### config.mk
export PLATFORM = sky130hd
export DESIGN_NAME = rot_seq
export DESIGN_NICKNAME = d
export VERILOG_FILES = /design/src/rtl/rot_pkg.sv /design/src/rtl/rot_addr_gen.sv /design/src/rtl/rot_seq.sv
export SDC_FILE = /design/constraint.sdc
export NUM_CORES = 2
export LEC_CHECK = 0
export CAP_MARGIN = 20
export CORE_MARGIN = 2
export CORE_UTILIZATION = 35
export CTS_CLUSTER_SIZE = 25
export DETAILED_ROUTE_END_ITERATION = 7
export GPL_TIMING_DRIVEN = 0
export PLACE_DENSITY_LB_ADDON = 0.05
export SETUP_SLACK_MARGIN = 0.05
export SLEW_MARGIN = 25
export SYNTH_ARGS = -nofsm -noshare
export SYNTH_HDL_FRONTEND = slang
export SYNTH_HIERARCHICAL = 1
export SYNTH_SLANG_ARGS = --single-unit
### constraint.sdc
create_clock -name I_ROTSEQ_PCLK -period 8.32 [get_ports I_ROTSEQ_PCLK]
set_clock_uncertainty 0.2 [all_clocks]
set_input_delay 2.08 -clock I_ROTSEQ_PCLK [delete_from_list [all_inputs] [get_ports I_ROTSEQ_PCLK]]
set_output_delay 2.08 -clock I_ROTSEQ_PCLK [all_outputs]
set_load 0.005 [all_outputs]
### src/rtl/rot_pkg.sv
// Shared types, encodings and default widths for the rotation job sequencer.
package rot_pkg;

    localparam int unsigned ROT_ADDR_W = 32;
    localparam int unsigned ROT_DIM_W  = 16;

    typedef enum logic [2:0] {
        ST_IDLE  = 3'd0,
        ST_SETUP = 3'd1,
        ST_ISSUE = 3'd2,
        ST_DRAIN = 3'd3,
        ST_DONE  = 3'd4
    } rot_state_e;

    typedef enum logic [1:0] {
        MODE_0    = 2'b00,
        MODE_90   = 2'b01,
        MODE_180  = 2'b10,
        MODE_RSVD = 2'b11
    } rot_mode_e;

    typedef enum logic {
        DIR_CW  = 1'b0,
        DIR_CCW = 1'b1
    } rot_dir_e;

    // Clockwise quarter turns: counter-clockwise rotation by m is clockwise by (4 - m) mod 4.
    function automatic logic [1:0] eff_angle(input logic [1:0] mode, input logic dir);
        return (dir == DIR_CCW) ? 2'(2'd0 - mode) : mode;
    endfunction

endpackage

### src/rtl/rot_addr_gen.sv
// Raster walker: source/destination pointers, per-angle steps and row/column counters.
module rot_addr_gen
    import rot_pkg::*;
#(
    parameter int unsigned ADDR_W = ROT_ADDR_W,
    parameter int unsigned DIM_W  = ROT_DIM_W
) (
    input  logic              clk,
    input  logic              rst_n,
    input  logic              load,
    input  logic              advance,
    input  logic [ADDR_W-1:0] src_img,
    input  logic [ADDR_W-1:0] dst_img,
    input  logic [DIM_W-1:0]  img_h,
    input  logic [DIM_W-1:0]  img_w,
    input  logic [1:0]        angle,
    output logic [ADDR_W-1:0] cmd_src,
    output logic [ADDR_W-1:0] cmd_dst,
    output logic              cmd_last
);

    localparam int unsigned P_W = 2 * DIM_W;

    logic [P_W-1:0]    prod;
    logic [ADDR_W-1:0] p_a;
    logic [ADDR_W-1:0] h_a;
    logic [ADDR_W-1:0] w_a;
    logic [ADDR_W-1:0] base_init;
    logic [ADDR_W-1:0] col_step_init;
    logic [ADDR_W-1:0] row_step_init;
    logic [ADDR_W-1:0] row_base_q;
    logic [ADDR_W-1:0] col_step_q;
    logic [ADDR_W-1:0] row_step_q;
    logic [ADDR_W-1:0] row_base_nxt;
    logic [DIM_W-1:0]  row_q;
    logic [DIM_W-1:0]  col_q;
    logic [DIM_W-1:0]  h_m1;
    logic [DIM_W-1:0]  w_m1;
    logic              col_end;

    assign prod         = P_W'(img_h) * P_W'(img_w);
    assign p_a          = ADDR_W'(prod);
    assign h_a          = ADDR_W'(img_h);
    assign w_a          = ADDR_W'(img_w);
    assign h_m1         = img_h - DIM_W'(1);
    assign w_m1         = img_w - DIM_W'(1);
    assign col_end      = (col_q == w_m1);
    assign row_base_nxt = row_base_q + row_step_q;

    // Destination origin and strides for each clockwise angle; negatives wrap modulo 2^ADDR_W.
    always_comb begin
        base_init     = dst_img;
        col_step_init = ADDR_W'(1);
        row_step_init = w_a;
        case (angle)
            2'd1: begin
                base_init     = dst_img + h_a - ADDR_W'(1);
                col_step_init = h_a;
                row_step_init = '1;
            end
            2'd2: begin
                base_init     = dst_img + p_a - ADDR_W'(1);
                col_step_init = '1;
                row_step_init = ADDR_W'(0) - w_a;
            end
            2'd3: begin
                base_init     = dst_img + p_a - h_a;
                col_step_init = ADDR_W'(0) - h_a;
                row_step_init = ADDR_W'(1);
            end
            default: ;
        endcase
    end

    always_ff @(posedge clk) begin
        if (!rst_n) begin
            cmd_src    <= '0;
            cmd_dst    <= '0;
            cmd_last   <= 1'b0;
            row_base_q <= '0;
            col_step_q <= '0;
            row_step_q <= '0;
            row_q      <= '0;
            col_q      <= '0;
        end else if (load) begin
            cmd_src    <= src_img;
            cmd_dst    <= base_init;
            cmd_last   <= (img_h == DIM_W'(1)) && (img_w == DIM_W'(1));
            row_base_q <= base_init;
            col_step_q <= col_step_init;
            row_step_q <= row_step_init;
            row_q      <= '0;
            col_q      <= '0;
        end else if (advance) begin
            cmd_src <= cmd_src + ADDR_W'(1);
            if (!col_end) begin
                col_q    <= col_q + DIM_W'(1);
                cmd_dst  <= cmd_dst + col_step_q;
                cmd_last <= (row_q == h_m1) && ((col_q + DIM_W'(1)) == w_m1);
            end else begin
                col_q      <= '0;
                row_q      <= row_q + DIM_W'(1);
                row_base_q <= row_base_nxt;
                cmd_dst    <= row_base_nxt;
                cmd_last   <= ((row_q + DIM_W'(1)) == h_m1) && (w_m1 == '0);
            end
        end
    end

endmodule

### src/rtl/rot_seq.sv
// Rotation job sequencer: start detection, config latch, job FSM and done/error flags.
module rot_seq
    import rot_pkg::*;
#(
    parameter int unsigned ADDR_W = ROT_ADDR_W,
    parameter int unsigned DIM_W  = ROT_DIM_W
) (
    input  logic              I_ROTSEQ_PCLK,
    input  logic              I_ROTSEQ_PRESET_N,
    input  logic              I_ROTSEQ_SOFT_RESET,
    input  logic              I_ROTSEQ_START,
    input  logic              I_ROTSEQ_INTR_CLEAR,
    input  logic [ADDR_W-1:0] I_ROTSEQ_SRC_IMG,
    input  logic [ADDR_W-1:0] I_ROTSEQ_DST_IMG,
    input  logic [DIM_W-1:0]  I_ROTSEQ_IMG_H,
    input  logic [DIM_W-1:0]  I_ROTSEQ_IMG_W,
    input  logic [1:0]        I_ROTSEQ_IMG_MODE,
    input  logic              I_ROTSEQ_IMG_DIR,
    input  logic              I_ROTSEQ_CMD_READY,
    input  logic              I_ROTSEQ_DMA_IDLE,
    output logic              O_ROTSEQ_CMD_VALID,
    output logic [ADDR_W-1:0] O_ROTSEQ_CMD_SRC,
    output logic [ADDR_W-1:0] O_ROTSEQ_CMD_DST,
    output logic              O_ROTSEQ_CMD_LAST,
    output logic [DIM_W-1:0]  O_ROTSEQ_NEW_H,
    output logic [DIM_W-1:0]  O_ROTSEQ_NEW_W,
    output logic              O_ROTSEQ_BUSY,
    output logic              O_ROTSEQ_DONE,
    output logic              O_ROTSEQ_ERR
);

    rot_state_e        state_q;
    rot_state_e        state_d;
    logic              job_rst_n;
    logic              start_q;
    logic              start_ok;
    logic [ADDR_W-1:0] src_q;
    logic [ADDR_W-1:0] dst_q;
    logic [DIM_W-1:0]  h_q;
    logic [DIM_W-1:0]  w_q;
    logic [1:0]        mode_q;
    logic              dir_q;
    logic [1:0]        angle;
    logic              cfg_bad;
    logic              cmd_accept;
    logic              cmd_last;
    logic              load_c;
    logic              valid_q;
    logic              valid_d;
    logic              busy_q;
    logic              busy_d;
    logic              done_q;
    logic              done_d;
    logic              err_q;
    logic              err_d;
    logic [DIM_W-1:0]  new_h_q;
    logic [DIM_W-1:0]  new_h_d;
    logic [DIM_W-1:0]  new_w_q;
    logic [DIM_W-1:0]  new_w_d;

    // Soft reset aborts the job exactly like the hard reset.
    assign job_rst_n  = I_ROTSEQ_PRESET_N & ~I_ROTSEQ_SOFT_RESET;
    assign start_ok   = I_ROTSEQ_START && !start_q &&
                        ((state_q == ST_IDLE) || (state_q == ST_DONE));
    assign angle      = eff_angle(mode_q, dir_q);
    assign cfg_bad    = (mode_q == MODE_RSVD) || (h_q == '0) || (w_q == '0);
    assign cmd_accept = valid_q && I_ROTSEQ_CMD_READY;

    always_ff @(posedge I_ROTSEQ_PCLK) begin
        if (!job_rst_n) begin
            state_q <= ST_IDLE;
        end else begin
            state_q <= state_d;
        end
    end

    always_comb begin
        state_d = state_q;
        case (state_q)
            ST_IDLE:  if (start_ok) state_d = ST_SETUP;
            ST_SETUP: state_d = cfg_bad ? ST_DONE : ST_ISSUE;
            ST_ISSUE: if (cmd_accept && cmd_last) state_d = ST_DRAIN;
            ST_DRAIN: if (I_ROTSEQ_DMA_IDLE) state_d = ST_DONE;
            ST_DONE:  if (start_ok) state_d = ST_SETUP;
            default:  state_d = ST_IDLE;
        endcase
    end

    // Next values of the registered outputs; flag set beats clear.
    always_comb begin
        valid_d = (state_d == ST_ISSUE);
        busy_d  = (state_d == ST_SETUP) || (state_d == ST_ISSUE) || (state_d == ST_DRAIN);
        done_d  = done_q;
        err_d   = err_q;
        new_h_d = new_h_q;
        new_w_d = new_w_q;
        load_c  = 1'b0;
        if (I_ROTSEQ_INTR_CLEAR || start_ok) begin
            done_d = 1'b0;
            err_d  = 1'b0;
        end
        case (state_q)
            ST_SETUP: begin
                if (cfg_bad) begin
                    err_d = 1'b1;
                end else begin
                    load_c  = 1'b1;
                    new_h_d = angle[0] ? w_q : h_q;
                    new_w_d = angle[0] ? h_q : w_q;
                end
            end
            ST_DRAIN: if (I_ROTSEQ_DMA_IDLE) done_d = 1'b1;
            default: ;
        endcase
    end

    always_ff @(posedge I_ROTSEQ_PCLK) begin
        if (!job_rst_n) begin
            start_q <= 1'b0;
            valid_q <= 1'b0;
            busy_q  <= 1'b0;
            done_q  <= 1'b0;
            err_q   <= 1'b0;
            new_h_q <= '0;
            new_w_q <= '0;
        end else begin
            start_q <= I_ROTSEQ_START;
            valid_q <= valid_d;
            busy_q  <= busy_d;
            done_q  <= done_d;
            err_q   <= err_d;
            new_h_q <= new_h_d;
            new_w_q <= new_w_d;
        end
    end

    // Job configuration is captured only on an accepted start edge.
    always_ff @(posedge I_ROTSEQ_PCLK) begin
        if (!job_rst_n) begin
            src_q  <= '0;
            dst_q  <= '0;
            h_q    <= '0;
            w_q    <= '0;
            mode_q <= '0;
            dir_q  <= 1'b0;
        end else if (start_ok) begin
            src_q  <= I_ROTSEQ_SRC_IMG;
            dst_q  <= I_ROTSEQ_DST_IMG;
            h_q    <= I_ROTSEQ_IMG_H;
            w_q    <= I_ROTSEQ_IMG_W;
            mode_q <= I_ROTSEQ_IMG_MODE;
            dir_q  <= I_ROTSEQ_IMG_DIR;
        end
    end

    rot_addr_gen #(
        .ADDR_W (ADDR_W),
        .DIM_W  (DIM_W)
    ) u_addr_gen (
        .clk      (I_ROTSEQ_PCLK),
        .rst_n    (job_rst_n),
        .load     (load_c),
        .advance  (cmd_accept),
        .src_img  (src_q),
        .dst_img  (dst_q),
        .img_h    (h_q),
        .img_w    (w_q),
        .angle    (angle),
        .cmd_src  (O_ROTSEQ_CMD_SRC),
        .cmd_dst  (O_ROTSEQ_CMD_DST),
        .cmd_last (cmd_last)
    );

    assign O_ROTSEQ_CMD_VALID = valid_q;
    assign O_ROTSEQ_CMD_LAST  = cmd_last;
    assign O_ROTSEQ_NEW_H     = new_h_q;
    assign O_ROTSEQ_NEW_W     = new_w_q;
    assign O_ROTSEQ_BUSY      = busy_q;
    assign O_ROTSEQ_DONE      = done_q;
    assign O_ROTSEQ_ERR       = err_q;

endmodule

# Word-level counts from Yosys, hierarchy flattened
# Index checks and enable logic that the tools add are counted.
dict set report op_classes {
  addsub 15
  multipliers 1
  n_div 0
  order_cmp 0
  n_eq_ne 17
  shifts 0
  mux 31
  bitwise_logic 4
  n_reduce_logical 25
}
# cell count
set op_table {}
lappend op_table {{$pmux 32 s3} 3}
lappend op_table {{$mux 32} 8}
lappend op_table {{$add 32x32->32} 3}
lappend op_table {{$eq 16x16->1} 4}
lappend op_table {{$sub 32x1->32 const B} 2}
lappend op_table {{$logic_not 16->1} 3}
lappend op_table {{$mux 16} 3}
lappend op_table {{$sub 1x16->17 const A} 2}
lappend op_table {{$add 16x1->16 const B} 2}
lappend op_table {{$add 32x1->32 const B} 1}
lappend op_table {{$add 32x16->32} 1}
lappend op_table {{$eq 16x1->1 const B} 2}
lappend op_table {{$mul 16x16->32} 1}
lappend op_table {{$sub 16x1->16 const B} 2}
lappend op_table {{$sub 32x16->32} 1}
lappend op_table {{$eq 3x2->1 const B} 4}
lappend op_table {{$mux 3} 4}
lappend op_table {{$pmux 3 s4} 1}
lappend op_table {{$mux 1} 11}
lappend op_table {{$logic_and 1x1->1} 7}
lappend op_table {{$eq 2x2->1 const B} 3}
lappend op_table {{$eq 3x1->1 const B} 2}
lappend op_table {{$logic_or 1x1->1} 6}
lappend op_table {{$reduce_and 2->1} 3}
lappend op_table {{10 further kinds} 14}
dict set report totals {
  regBits 332
  latch_bits 0
  ramBits 0
  romBits 0
  input_bits 106
  output_inout_bits 101
  wordCells 115
  mem_count 0
}

# Logic depth before layout (Yosys ltp)
dict set report depth {
  depth_word 8
  depth_mapped 32
  mapped_depth_nobuf 30
}

# Cells and area by module
# The synthesis kept the hierarchy.
# mod instances cells_each area_each_um2 seq_area_each_um2
set by_module_without_submodules {}
lappend by_module_without_submodules {rot_addr_gen 1 3368 25643.3 3263.1}
lappend by_module_without_submodules {rot_seq 1 655 5455.2 2782.7}

# Worst setup path before layout
# Ideal clock, no wire load.
dict set report synth_path {
  path_kind {register to register}
  from {register h_q[11]}
  to {register u_addr_gen.row_base_q[30]}
  setup_ps 59
  arrival_time_ps 7777
  required_ps 8061
  setup_slack_ps 284
  path_stages_with_launch 30
  path_buffers 3
  synth_period_minus_slack_ps 8036
  cell_sequence {dfxtp_1 clkbuf_1 clkbuf_1 nand2_1 fa_1 fa_1 fa_1 inv_1 fa_1 fa_1 inv_1 fa_1 inv_1 ha_1 clkbuf_1 a21oi_1 inv_1 a41oi_1 xnor2_1 ha_1 and4_1 a22o_1 a211o_1 o31a_1 nor3_2 nand2_1 or3_1 or3_1 nand3_1 a22o_1}
}
dict set report synth_via {
  elab_chain_cells 7
  word_cells_on_any_way 16
  classes_between {add/sub (5); mul (1); mux (4); reduce/logical (6)}
}
# element line
set synth_lines {}
lappend synth_lines {{start, declared} rot_seq.sv:39} ;# logic [DIM_W-1:0] h_q;
lappend synth_lines {{start signal, assigned} rot_seq.sv:142} ;# h_q <= '0;
lappend synth_lines {{start signal, assigned} rot_seq.sv:149} ;# h_q <= I_ROTSEQ_IMG_H;
lappend synth_lines {{parallel branches: the longest is 7 deep, another holds $mul 16x16->32} -}
lappend synth_lines {{end signal, assigned} rot_addr_gen.sv:89} ;# row_base_q <= base_init;
lappend synth_lines {{end signal, assigned} rot_addr_gen.sv:103} ;# row_base_q <= row_base_nxt;
lappend synth_lines {{end, declared} rot_addr_gen.sv:31} ;# logic [ADDR_W-1:0] row_base_q;
# Several ways; the timed one is not identified.
# A chain may end at the register's enable or synchronous reset.

# Worst setup path after layout
dict set report layout_path {
  from {register h_q[9]}
  to {register u_addr_gen.cmd_dst[23]}
}
dict set report layout_via {
  elab_chain_cells 6
  word_cells_on_any_way 14
  classes_between {add/sub (5); mul (1); mux (4); reduce/logical (4)}
}
# element line
set layout_lines {}
lappend layout_lines {{parallel branches: the longest is 6 deep, another holds $mul 16x16->32} -}
lappend layout_lines {{end signal, assigned} rot_addr_gen.sv:87} ;# cmd_dst <= base_init;
lappend layout_lines {{end signal, assigned} rot_addr_gen.sv:98} ;# cmd_dst <= cmd_dst + col_step_q;
lappend layout_lines {{end signal, assigned} rot_addr_gen.sv:104} ;# cmd_dst <= row_base_nxt;
lappend layout_lines {{end, declared} rot_addr_gen.sv:18} ;# output logic [ADDR_W-1:0] cmd_dst,
# Several ways; the timed one is not identified.

==> reports/results.ini <==
[run_status]
status=finished, final reports clean

[global_route]
grt_usage_pct=29.6
antenna_found_initial=14
grt_max_degree=20
grt-ovfl-total=0
grt_pass1_wl_um=198000
grt_pass1_vias=29000

[sta]
finalHoldViolations=0
worstMarginPinSlew_ps=1130
finalSetupTns_ps=0
finalMaxSlewViolations=0
fmax_ghz=0.123
setup_viol=0
rsz0062_at_grt=no
fin_crit_ps=8130
min_period_over_period_pct=97.7
slew_headroom_pct=24.8
setup_ws_ps=194

[yosys]
yosys_most_used_dff=dfxtp_1
synth-async-reset-ratio_pct=0
yosys_warnings=6
synth_cell_types=90
synth.most_common_cell=nand2_1
yosysTopAreaCell=dfxtp_1
syn_area_per_cell_sq_um=7.73
postSynthCellCount=4023
ys_ff_latch=302
synth_commonest_cells=nand2_1, inv_1, a21oi_1
ys_seq_area_share_pct=19.4
synth_area_leaders=dfxtp_1, fa_1, ha_1
synth_area_sq_um=31100
synth_top_area_share_pct=19.4
syn_nets=4590
synth_edf_count=0

[placement]
dp.cells=5395
place_congestion=0.958
dp_hpwl_um=108000
dp_worst_setup_slack_ps=-2050
io_buffer_count=206
placed_area_sq_um=34600

[route]
drc_errors=0
antenna_left=0
drt_pass1_iterations=7
viasPerCell=5.47
dr.first_iter.drc_count=2707
postRouteWirelength_um=136000
wl_per_cell_um=24.7
vias=30100

[layout]
design_area_sq_um=37300
area_delta_synth_final_pct=20.0
drive_above_1_share_pct=8.45
nets=4875
finalNonFillerCells=5501

[pwr]
vdd_drop_max_mv=0.142
total_power_w=0.00438
power.density_nw_per_um2=117
leakage_nw=16.1

[cts]
clock_sinks=302
root_buffer=clkbuf_16
htree_num_levels=2
cts.clk_slew.worst_paths_ps=60
clk_latency_ps=630
cts_buffers=39
cts_buffer_depth=3
cts_tree=done

[critical_path]
rr_startpoint=h_q[9]
critPathMaxFanout=10
endpoint_kind=register
endpoint=u_addr_gen/cmd_dst[23]
worstPathRequired_ps=8590
path_class=reg2reg
r2r_slack_ps=190
worstRegToRegCells=28
slowest_stage=fa_2
start_kind=register
crit_top_cell=fa_1
crit_arrival_ps=8400
max_stage_delay_ps=600
r2r_end=u_addr_gen/cmd_dst[23]
cp-startpoint=h_q[9]

[worst_hold_path]
hp-class=reg2reg

[floorplan]
io_pins=207
start_util_pct=35.2
die_w_um=302
fp-row-count=109
die_h_um=302
coreArea_sq_um=88200
die_area_sq_um=91300

[flow_run]
max-cap-violations=0

## layout make-up
| cell class | count | area (sq um) |
|---|---|---|
| fillers | 9233 | 50900 |
| clock inverters | 17 | 241 |
| plain buffers | 201 | 1320 |
| diodes | 4 | 10.0 |
| inverters | 452 | 1720 |
| flip-flops and latches | 302 | 6130 |
| clock buffers | 48 | 1060 |
| multi-input cells | 3052 | 22900 |
| well taps | 1165 | 1460 |
| repair buffers | 260 | 2490 |
## kinds of logic (layout without fill, tap and decap cells)
kind of cell,count (synthesis),in the layout,share of synthesized area (%)
buffers and inverters,669,978,8.29
flip-flops,302,302,19.4
adder cells (fa/ha/maj),461,461,24.1
other,0,4,0
AND/OR/NAND/NOR,1383,1383,20.5
XOR/XNOR,241,241,6.86
multiplexers,106,106,3.58
AO/OA/AOI/OAI,861,861,17.3
## cells in the final DEF (no fill, tap or decap), types with 39 or more instances in the layout
master           synthesis  routed
inv_1                  449     444
and2_1                 105     105
nand3_1                 78      77
nand2_1                645     644
nor2_1                 276     270
and3_1                  43      43
nor3_1                  47      47
mux2_2                  41      41
ha_1                   232     222
o21a_1                  39      39
clkbuf_16                0      48
a21oi_1                345     340
dfxtp_1                302     277
fa_1                   229     227
buf_4                    4      61
a21o_1                  54      54
xnor2_1                132     126
a211oi_1                63      59
clkdlybuf4s50_1          0     206
mux2i_1                 65      64
clkbuf_1               162     111
xor2_1                 107     104
o21ai_0                144     141
## what timing repair did
action                     4_1_cts  5_1_grt
hold buffers                     0        0
setup endpoints to repair       44       29
pin swaps                       11       20
buffers inserted                15       38
resized for setup              212       88
## how the worst min path moves through the flow
stage                         start  cells after the start  slack, ps   endpoint
after CTS                  src_q[2]                      2        250   src_q[2]
after detailed placement   src_q[2]                      2        250   src_q[2]
after global placement    dst_q[13]                      2        240  dst_q[13]
after floorplan           src_q[11]                      2        240  src_q[11]
final                      src_q[4]                      2        250   src_q[4]
after global routing      src_q[10]                      2        270  src_q[10]
## worst max-delay path: cells and delay by family, from the launching register on
kind / cells / cell delay [ps]
flip-flops: 1 / 420
AO/OA/AOI/OAI: 7 / 1920
AND/OR/NAND/NOR: 4 / 630
adder cells (fa/ha/maj): 8 / 3630
XOR/XNOR: 2 / 280
buffers and inverters: 7 / 880
## through the flow
stage / hold slack (ps) / utilization, %
6_report: 254 / 42.3
5_1_grt: 273 / 42.3
4_1_cts: 255 / 41.6
3_5_place_dp: 247 / 39.3
3_3_place_gp: 244 / 39.2
2_1_floorplan: 236 / -
## sequential cells by signal, indices dropped and copies added (netlist names), 2 cells and up
signal	cells
u_addr_gen/col_step_q	17
u_addr_gen/row_base_q	32
src_q	32
O_ROTSEQ_NEW_W	16
state_q	3
dst_q	32
u_addr_gen/cmd_dst	32
O_ROTSEQ_NEW_H	16
w_q	16
h_q	16
u_addr_gen/row_step_q	17
u_addr_gen/row_q	16
u_addr_gen/col_q	16
mode_q	2
u_addr_gen/cmd_src	32
## where the power goes
group	switching, W	total, W	internal, W
Sequential	0.0000375	0.00150	0.00146
Combinational	0.000679	0.00110	0.000420
Clock	0.000763	0.00177	0.00101
## layer usage
| metal | routed length (um) | part of all wire, % | global-route usage (%) |
|---|---|---|---|
| met1 | 62300 | 46 | 42.5 |
| met2 | 58200 | 43 | 44.7 |
| met3 | 10400 | 7.7 | 5.38 |
| met4 | 4600 | 3.4 | 9.32 |
| met5 | 86 | 0.063 | 0.466 |
(Power assumes the default switching activity.)
